File: config.mk
export PLATFORM = sky130hd
export DESIGN_NAME = alu_uart_interface
export DESIGN_NICKNAME = d
export VERILOG_FILES = /design/src/rtl/alu_uart_interface.sv
export SDC_FILE = /design/constraint.sdc
export NUM_CORES = 1
export LEC_CHECK = 0
export ABC_AREA = 1
export CORE_UTILIZATION = 30
export CTS_BUF_LIST = sky130_fd_sc_hd__clkbuf_4 sky130_fd_sc_hd__clkbuf_8
export CTS_CLUSTER_SIZE = 16
export DETAILED_ROUTE_END_ITERATION = 7
export PLACE_DENSITY = 0.66
export SLEW_MARGIN = 10
export SYNTH_ARGS = -nofsm -noshare
export SYNTH_HDL_FRONTEND = slang
export SYNTH_SLANG_ARGS = --single-unit
export TNS_END_PERCENT = 100
File: constraint.sdc
create_clock -name clk -period 2.8 [get_ports clk]
set_input_delay 0.84 -clock clk [delete_from_list [all_inputs] [get_ports clk]]
set_output_delay 0.84 -clock clk [all_outputs]
set_load 0.02 [all_outputs]
File: src/rtl/alu_uart_interface.sv
// Frames three UART bytes (A, B, opcode) into ALU operands and sends the result byte back.
// Optional inter-byte timeout enabled by defining ALU_IF_TIMEOUT_EN.
module alu_uart_interface #(
    parameter int DBIT           = 8,
    parameter int OP_W           = 6,
    parameter int TIMEOUT_CYCLES = 1_000_000,
    parameter int TO_BIT         = 20
) (
    input  logic            clk,
    input  logic            reset,
    input  logic            rx_empty,
    input  logic [DBIT-1:0] r_data,
    output logic            rd_uart,
    input  logic            tx_full,
    output logic            wr_uart,
    output logic [DBIT-1:0] w_data,
    output logic [DBIT-1:0] alu_a,
    output logic [DBIT-1:0] alu_b,
    output logic [OP_W-1:0] alu_op,
    input  logic [DBIT-1:0] alu_result,
    output logic            timeout_err
);

    typedef enum logic [2:0] {GET_A, GET_B, GET_OP, EXEC, SEND} state_t;

    state_t state;
    logic   accept;
    logic   waiting;
    logic   to_hit;

    // The pop is registered, so the FIFO head is stale in the cycle rd_uart is high.
    assign accept  = !rx_empty && !rd_uart;
    assign waiting = (state == GET_B || state == GET_OP) && rx_empty;

`ifdef ALU_IF_TIMEOUT_EN
    localparam logic [TO_BIT-1:0] TO_LAST = TO_BIT'(TIMEOUT_CYCLES - 1);

    logic [TO_BIT-1:0] to_cnt;

    assign to_hit = waiting && (to_cnt == TO_LAST);

    always_ff @(posedge clk) begin
        if (reset) begin
            to_cnt      <= '0;
            timeout_err <= 1'b0;
        end else begin
            timeout_err <= to_hit;
            if (to_hit || accept || !(state == GET_B || state == GET_OP)) begin
                to_cnt <= '0;
            end else if (waiting) begin
                to_cnt <= to_cnt + TO_BIT'(1);
            end
        end
    end
`else
    logic unused_cfg;

    assign unused_cfg  = ^{TIMEOUT_CYCLES, TO_BIT, waiting};
    assign to_hit      = 1'b0;
    assign timeout_err = 1'b0;
`endif

    always_ff @(posedge clk) begin
        if (reset) begin
            state   <= GET_A;
            rd_uart <= 1'b0;
            wr_uart <= 1'b0;
            w_data  <= '0;
            alu_a   <= '0;
            alu_b   <= '0;
            alu_op  <= '0;
        end else begin
            rd_uart <= 1'b0;
            wr_uart <= 1'b0;
            case (state)
                GET_A: begin
                    if (accept) begin
                        alu_a   <= r_data;
                        rd_uart <= 1'b1;
                        state   <= GET_B;
                    end
                end
                GET_B: begin
                    if (accept) begin
                        alu_b   <= r_data;
                        rd_uart <= 1'b1;
                        state   <= GET_OP;
                    end else if (to_hit) begin
                        state <= GET_A;
                    end
                end
                GET_OP: begin
                    if (accept) begin
                        alu_op  <= r_data[OP_W-1:0];
                        rd_uart <= 1'b1;
                        state   <= EXEC;
                    end else if (to_hit) begin
                        state <= GET_A;
                    end
                end
                EXEC: begin
                    w_data <= alu_result;
                    state  <= SEND;
                end
                SEND: begin
                    if (!tx_full) begin
                        wr_uart <= 1'b1;
                        state   <= GET_A;
                    end
                end
                default: state <= GET_A;
            endcase
        end
    end

endmodule

### Word level (Yosys, flattened, before mapping)

Index checks and enable logic that the tools add are counted.

| storage, ports and cells | value |
|---|---|
| output and inout bits | 33 |
| RAM bits | 0 |
| logic and storage cells | 35 |
| register bits after elaboration | 35 |
| input bits | 20 |
| latch bits | 0 |
| memories kept | 0 |
| ROM bits | 0 |

| operators by class | value |
|---|---|
| $lt $le $gt $ge | 0 |
| shift operators | 0 |
| $mul | 0 |
| equality and inequality tests | 8 |
| add/sub/neg operators | 0 |
| reduce and logical (&&, ||, !) cells | 11 |
| mux-type cells | 7 |
| divide/modulo/power cells | 0 |
| bitwise gates (word level) | 2 |

Operators by type and width:

| kind | number |
|---|---|
| case mux 3 bit (5 select lines) | 1 |
| two-way mux 3 bit | 4 |
| != test 2 bit, second input constant | 4 |
| equality test 3 x 2 -> 1 bit, second input constant | 2 |
| AND reduction 2 bit | 3 |
| AND reduction 4 bit | 1 |
| OR reduction 2 bit | 2 |
| equality test 3 x 1 -> 1 bit, second input constant | 1 |
| equality test 3 bit, second input constant | 1 |
| logical NOT 3 bit | 1 |
| OR reduction 3 bit | 1 |
| logical NOT 1 bit | 2 |
| two-way mux 1 bit | 2 |
| inverter 1 bit | 2 |
| logical AND 1 bit | 1 |

### Logic depth before layout (Yosys ltp)

Gate-level depths: netlist (run 1).

| logic depth | value |
|---|---|
| depth in word-level cells | 4 |
| mapped depth | 7 |
| mapped depth without buffers | 6 |

### Worst setup path before layout (run 1)

OpenSTA, ideal clock, no wires.

| timing | value |
|---|---|
| path kind | input port to flip-flop |
| start | input reset |
| end | register alu_b[2] |
| stages | 5 |
| slack | 1.292 ns |
| library setup time | 0.064 ns |
| path buffers | 2 |
| data arrival time | 1.443 ns |
| required time | 2.736 ns |
| cells stage by stage | buf_2 > inv_1 > clkbuf_4 > o21ai_0 > nor2_1 |

RTL lines:

| item | RTL line | text |
|---|---|---|
| from (decl) | 10 | `input logic reset,` |
| to (signal assigned) | 85 | `alu_b <= r_data;` |
| to (decl) | 18 | `output logic [DBIT-1:0] alu_b,` |

### Worst setup path after layout (run 1)

| timing | value |
|---|---|
| start | register alu_b[7] |
| end | output alu_b[7] |

No word-level cell between the ends.

==> reports/results.txt, run 1 <==
Status: finished, final reports clean
Clock Skew: 0.00675 ns
Post-DRT Antenna Nets: 0
Placer Congestion: 0.797
Total I/O pin count: 53
Final hold violations: 0
Crit path launch: alu_b[7]
Largest net degree at the start of global routing: 19
Drt drc: 0
CP Buf/Inv Count: 1
Hold WC Path Type: reg2reg
Initial antenna violation count: 0
Initial Util: 0.311
Clock root cell: clkbuf_8
Power Density: 656 nW/um2
Leakage: 0.791 nW
Reg-to-reg critical path startpoint: state[0]
Post-DP HPWL: 2.34 mm
CP max FO: 2
Worst-path clk slew: 0.07 ns
Chip width: 69.2 um
Clock Sinks: 35
Total design power: 1.33 mW
Synthesis Warnings: 0
Endpoints failing setup: 0
Critical-path cell list: clkdlybuf4s50_1
Syn Area/Cell: 8.07 um2
Peak supply drop: 241 uV
Max Freq: 0.478 GHz
H-Tree Depth: 2
Post-Syn Nets: 188
Largest stage delay on the critical path: 0.62 ns
Syn Std Cell Area: 1360 um2
R2r setup slk: 1.33 ns
Rows: 24
Crit path to: alu_b[7]
First-pass iteration count of the detailed router: 4
Utilization after layout: 0.466
Stages on the worst setup path: 1
Share of post-route cells with drive strength above 1: 0.113
TNS Setup: 0 ns
CTS tree: built
First-pass GRT wire length: 5.55 mm
Initial DRC count: 62
Fin nets: 241
Total track usage: 0.150
Area of the multi-input gates: 566 um2
Max stage delay cell, worst path: clkdlybuf4s50_1
Core Region: 4350 um2
Critical path's top delay family: buffers and inverters
Period utilization: 0.748
Critical path data required time: 1.96 ns
Post-CTS Setup Inserts: 0
GR Overflow Total: 0
Via count: 1244
Critical Path End Type: output port
Hold bufs inserted after CTS: 0
Hold slack final: 0.460 ns
Insertion delay to the later sink of the worst-skew pair: 0.29 ns
Worst-case clock buffer depth: 2
Port bufs: 51
Synthesized instance count: 168
RSZ-0062 raised after global routing: false
CTS buffer count: 5
Area Growth Syn to Fin: 49.4%
Vias in the first global route: 1213
R2r endpoint: alu_op[1]
Drt total wl: 3.25 mm
Max cap viols: 0
Crit path kind: reg2out
DR WL/cell: 11.8 um
CTS resizes: 0
FF+latch area: 701 um2
Reg2Reg Depth: 5
Library cells used by synthesis: 24
Kind of start point of the critical path: flop
Die outline height: 69.2 um
Worst setup margin: 0.706 ns
Yosys reg bits: 35
Slew Viols, Final: 0
Post-layout min period: 2.09 ns
Dpl ws: 0.616 ns
ANT cells: 0
Sequential share of the synthesized area: 0.517
Arrival @ worst endpoint: 1.25 ns
Routed via count divided by cell count: 4.54
Die area: 4790 um2
Fillcell total: 422
==> worst min-delay path: stages (launching register included) <==
cell and delay [ns]:
dfxtp_1 0.31, nand2_1 0.06, a21oi_1 0.05
==> stage by stage <==
step	cells	area, um2
floorplan	168	1360
finish	274	2030
CTS	274	2030
global placement	266	1890
detailed placement	266	1890
global route	274	2030
==> cell usage after synthesis <==
library cell / n / area, um2
nor2_1: 36 / 135
dfxtp_1: 35 / 701
nand2_1: 23 / 86.3
a21oi_1: 16 / 80.1
o21ai_0: 16 / 80.1
nand4_1: 8 / 50.1
nand3_1: 6 / 30.0
inv_2: 5 / 18.8
inv_1: 4 / 15.0
buf_4: 2 / 15.0
nand2_2: 2 / 12.5
nand3_2: 2 / 20.0
nor2_2: 2 / 12.5
a21oi_2: 1 / 8.76
buf_1: 1 / 3.75
buf_2: 1 / 5.00
buf_6: 1 / 11.3
clkbuf_4: 1 / 7.51
clkbuf_8: 1 / 13.8
conb_1: 1 / 3.75
nand2_4: 1 / 11.3
nand3_4: 1 / 17.5
nor2_4: 1 / 11.3
nor4_1: 1 / 6.26
==> cells in the final DEF, fill, tap and decap left out <==
cell | Yosys | routed
nor4_1 | 1 | 1
a21oi_1 | 16 | 16
bufinv_16 | 0 | 2
conb_1 | 1 | 1
nand3_2 | 2 | 2
nor2_1 | 36 | 36
nand2_2 | 2 | 2
nand4_1 | 8 | 8
dfxtp_1 | 35 | 35
clkdlybuf4s50_1 | 0 | 51
nor2_2 | 2 | 2
nand2_1 | 23 | 23
a21oi_2 | 1 | 1
inv_2 | 5 | 5
o21ai_0 | 16 | 16
inv_1 | 4 | 4
nor2_4 | 1 | 1
nand2_4 | 1 | 1
clkbuf_8 | 1 | 5
nand3_1 | 6 | 6
nand3_4 | 1 | 1
buf_4 | 2 | 2
clkbuf_4 | 1 | 1
==> state kept, by name (all words and copies together), names as in the netlist <==
register  flops
alu_b         8
alu_op        6
state         3
alu_a         8
w_data        8
rd_uart       1
wr_uart       1
==> where the power goes <==
part,total [mW],switching [mW],internal (mW)
sequential,0.551,0.0207,0.530
combinational,0.230,0.126,0.104
clock,0.549,0.183,0.366
==> cell families (layout without fill, tap and decap cells) <==
group	after synthesis	in the layout	share of synthesized area
flops	35	35	0.517
buf+inv	16	70	0.0664
compound gates	33	33	0.125
simple gates	83	83	0.290
other cells	1	1	0.00276
==> worst min path at each step <==
stage,startpoint,to,slack (ns),depth (start not counted)
final,alu_a[4],alu_a[4],0.46,2
after global routing,alu_a[4],alu_a[4],0.48,2
after CTS,alu_a[4],alu_a[4],0.46,2
after detailed placement,alu_a[4],alu_a[4],0.45,2
after global placement,alu_a[1],alu_a[1],0.45,2
after floorplan,state[2],wr_uart,0.54,2
==> cell type report <==
cell class	instances	share of cell area
flip-flops and latches	35	0.346
well taps	52	0.0321
multi-input cells	117	0.279
inverters	9	0.0167
clock inverters	2	0.0296
repair buffers	53	0.259
clock buffers	6	0.0377
==> routing by layer <==
layer,up-vias,global-route usage,wire length [um]
met5,-,0,0
met2,28,0.225,1450
li1,657,-,-
met4,0,0.0816,82
met3,8,0.0596,174
met1,551,0.182,1540
No activity file was read; power rests on OpenSTA's default activity.
==> inputs of run 2 (changes only) <==
--- a/config.mk
+++ b/config.mk
@@ -10,7 +10,7 @@
 export CTS_BUF_LIST = sky130_fd_sc_hd__clkbuf_4 sky130_fd_sc_hd__clkbuf_8
 export CTS_CLUSTER_SIZE = 16
 export DETAILED_ROUTE_END_ITERATION = 7
-export PLACE_DENSITY = 0.66
+export PLACE_DENSITY = 0.68
 export SLEW_MARGIN = 10
 export SYNTH_ARGS = -nofsm -noshare
 export SYNTH_HDL_FRONTEND = slang
==> constraint.sdc (replaced) <==
create_clock -name clk -period 1.8 [get_ports clk]
set_input_delay 0.54 -clock clk [delete_from_list [all_inputs] [get_ports clk]]
set_output_delay 0.54 -clock clk [all_outputs]
set_load 0.02 [all_outputs]
==> run 2 against run 1 <==
Clock power is 4.7% higher. Sequential cell count did not move. Global-route usage shrank 1.0 points. Largest cell class unchanged. Largest power group unchanged.
==> reports/results.txt, run 2 (synthesized netlist as in run 1, its figures left out) <==
Status: finished, final reports clean
Clock Sinks: 35
Largest net degree at the start of global routing: 19
FF+latch area: 701 um2
Die outline height: 69.2 um
Internal power: 1.29 mW
Post-DP HPWL: 2.34 mm
H-Tree Depth: 2
Total track usage: 0.140
Chip width: 69.2 um
CTS buffer count: 5
Rows: 24
Port bufs: 51
Gate power share: 0.203
Leakage: 1.03 nW
Drt drc: 0
Initial antenna violation count: 0
Most frequent cells in the layout: 37 x clkdlybuf4s50_1, 36 x nor2_1, 35 x dfxtp_1, 23 x nand2_1
Max stage delay cell, worst path: clkdlybuf4s50_1
Clock root cell: clkbuf_8
Hold bufs inserted after CTS: 0
Clock Skew: 0.00466 ns
Total I/O pin count: 53
Fin nets: 243
Post-layout min period: 1.78 ns
Area of the multi-input gates: 566 um2
Most common cell after layout, fill and taps aside: clkdlybuf4s50_1
Insertion delay to the later sink of the worst-skew pair: 0.29 ns
Critical path's top delay family: buffers and inverters
Power Density: 880 nW/um2
Die area: 4790 um2
Largest stage delay on the critical path: 0.61 ns
Routed via count divided by cell count: 4.59
Max cap viols: 0
CP max FO: 2
Utilization after layout: 0.469
Worst-case clock buffer depth: 2
Final hold violations: 0
CTS tree: built
Critical path data required time: 1.26 ns
Endpoints failing setup: 0
Post-DRT Antenna Nets: 0
Top Registers: alu_a: 8 flops, alu_b: 8 flops, w_data: 8 flops
Sw Share: 0.281
Core Region: 4350 um2
Period utilization: 0.990
GR Overflow Total: 0
Arrival @ worst endpoint: 1.24 ns
RSZ-0062 raised after global routing: false
Critical Path End Type: output port
Placer Congestion: 0.815
Peak supply drop: 344 uV
TNS Setup: 0 ns
First-pass iteration count of the detailed router: 5
Slew Viols, Final: 0
Initial DRC count: 51
Sequential share of power: 0.477
DR WL/cell: 11.9 um
Psw: 0.505 mW
Critical-path cell list: clkdlybuf4s50_1
Drt total wl: 3.30 mm
Crit path kind: reg2out
Share of post-route cells with drive strength above 1: 0.121
Kind of start point of the critical path: flop
Worst-path clk slew: 0.07 ns
Area Growth Syn to Fin: 50.6%
Fillcell total: 423
First-pass GRT wire length: 5.33 mm
CP Buf/Inv Count: 1
Vias in the first global route: 1219
Hold WC Path Type: reg2reg
Initial Util: 0.311
ANT cells: 0
Max Freq: 0.561 GHz
Clk pwr share: 0.320
Via count: 1267
==> run 2: layer usage <==
metal	vias up	global-route usage	routed length (um)
met4	0	0.0680	68
met2	33	0.222	1470
met1	566	0.170	1550
met5	-	0	0
li1	661	-	-
met3	7	0.0436	208
==> run 2: path summary, 6_finish.rpt <==
path | start | end | slack (ns) | cells past startpoint
worst max-delay path | alu_op[0] | alu_op[0] | 0.02 | 1
worst min-delay path | alu_a[3] | alu_a[3] | 0.46 | 2
worst max register to register | state[1] | alu_b[1] | 0.51 | 5
worst min register to register | alu_a[3] | alu_a[3] | 0.46 | 2
==> run 2: power groups by stage <==
stage                     logic, mW  registers [mW]  clock network (mW)
after global placement        0.367           0.876                   0
after floorplan               0.160           0.925                   0
after CTS                     0.371           0.859               0.585
after global routing          0.399           0.864               0.621
final                         0.365           0.858               0.575
after detailed placement      0.369           0.876                   0
==> run 2: final cells by class <==
| class | instances | share of cell area |
|---|---|---|
| clock buffer | 7 | 0.0411 |
| clock inverter | 1 | 0.00245 |
| inverter | 9 | 0.0165 |
| multi-input combinational | 117 | 0.277 |
| sequential | 35 | 0.343 |
| tap | 52 | 0.0319 |
| timing repair buffer | 55 | 0.288 |
==> run 2: through the flow <==
step | std cells | total power [mW] | hold WS, ns | setup WS (ns) | area [um2]
floorplan | 168 | 1.09 | 0.538 | 0.592 | 1360
global placement | 268 | 1.24 | 0.452 | 0.0613 | 1920
detailed placement | 268 | 1.24 | 0.454 | 0.0259 | 1920
CTS | 276 | 1.81 | 0.464 | 0.00478 | 2010
global route | 276 | 1.88 | 0.481 | 0.000355 | 2040
finish | 276 | 1.80 | 0.460 | 0.0172 | 2040
==> run 2: repair_timing <==
action	in CTS	in global routing
resized for setup	0	14
endpoints found under the setup margin	0	14
hold endpoints to repair	0	0
buffers inserted	0	0
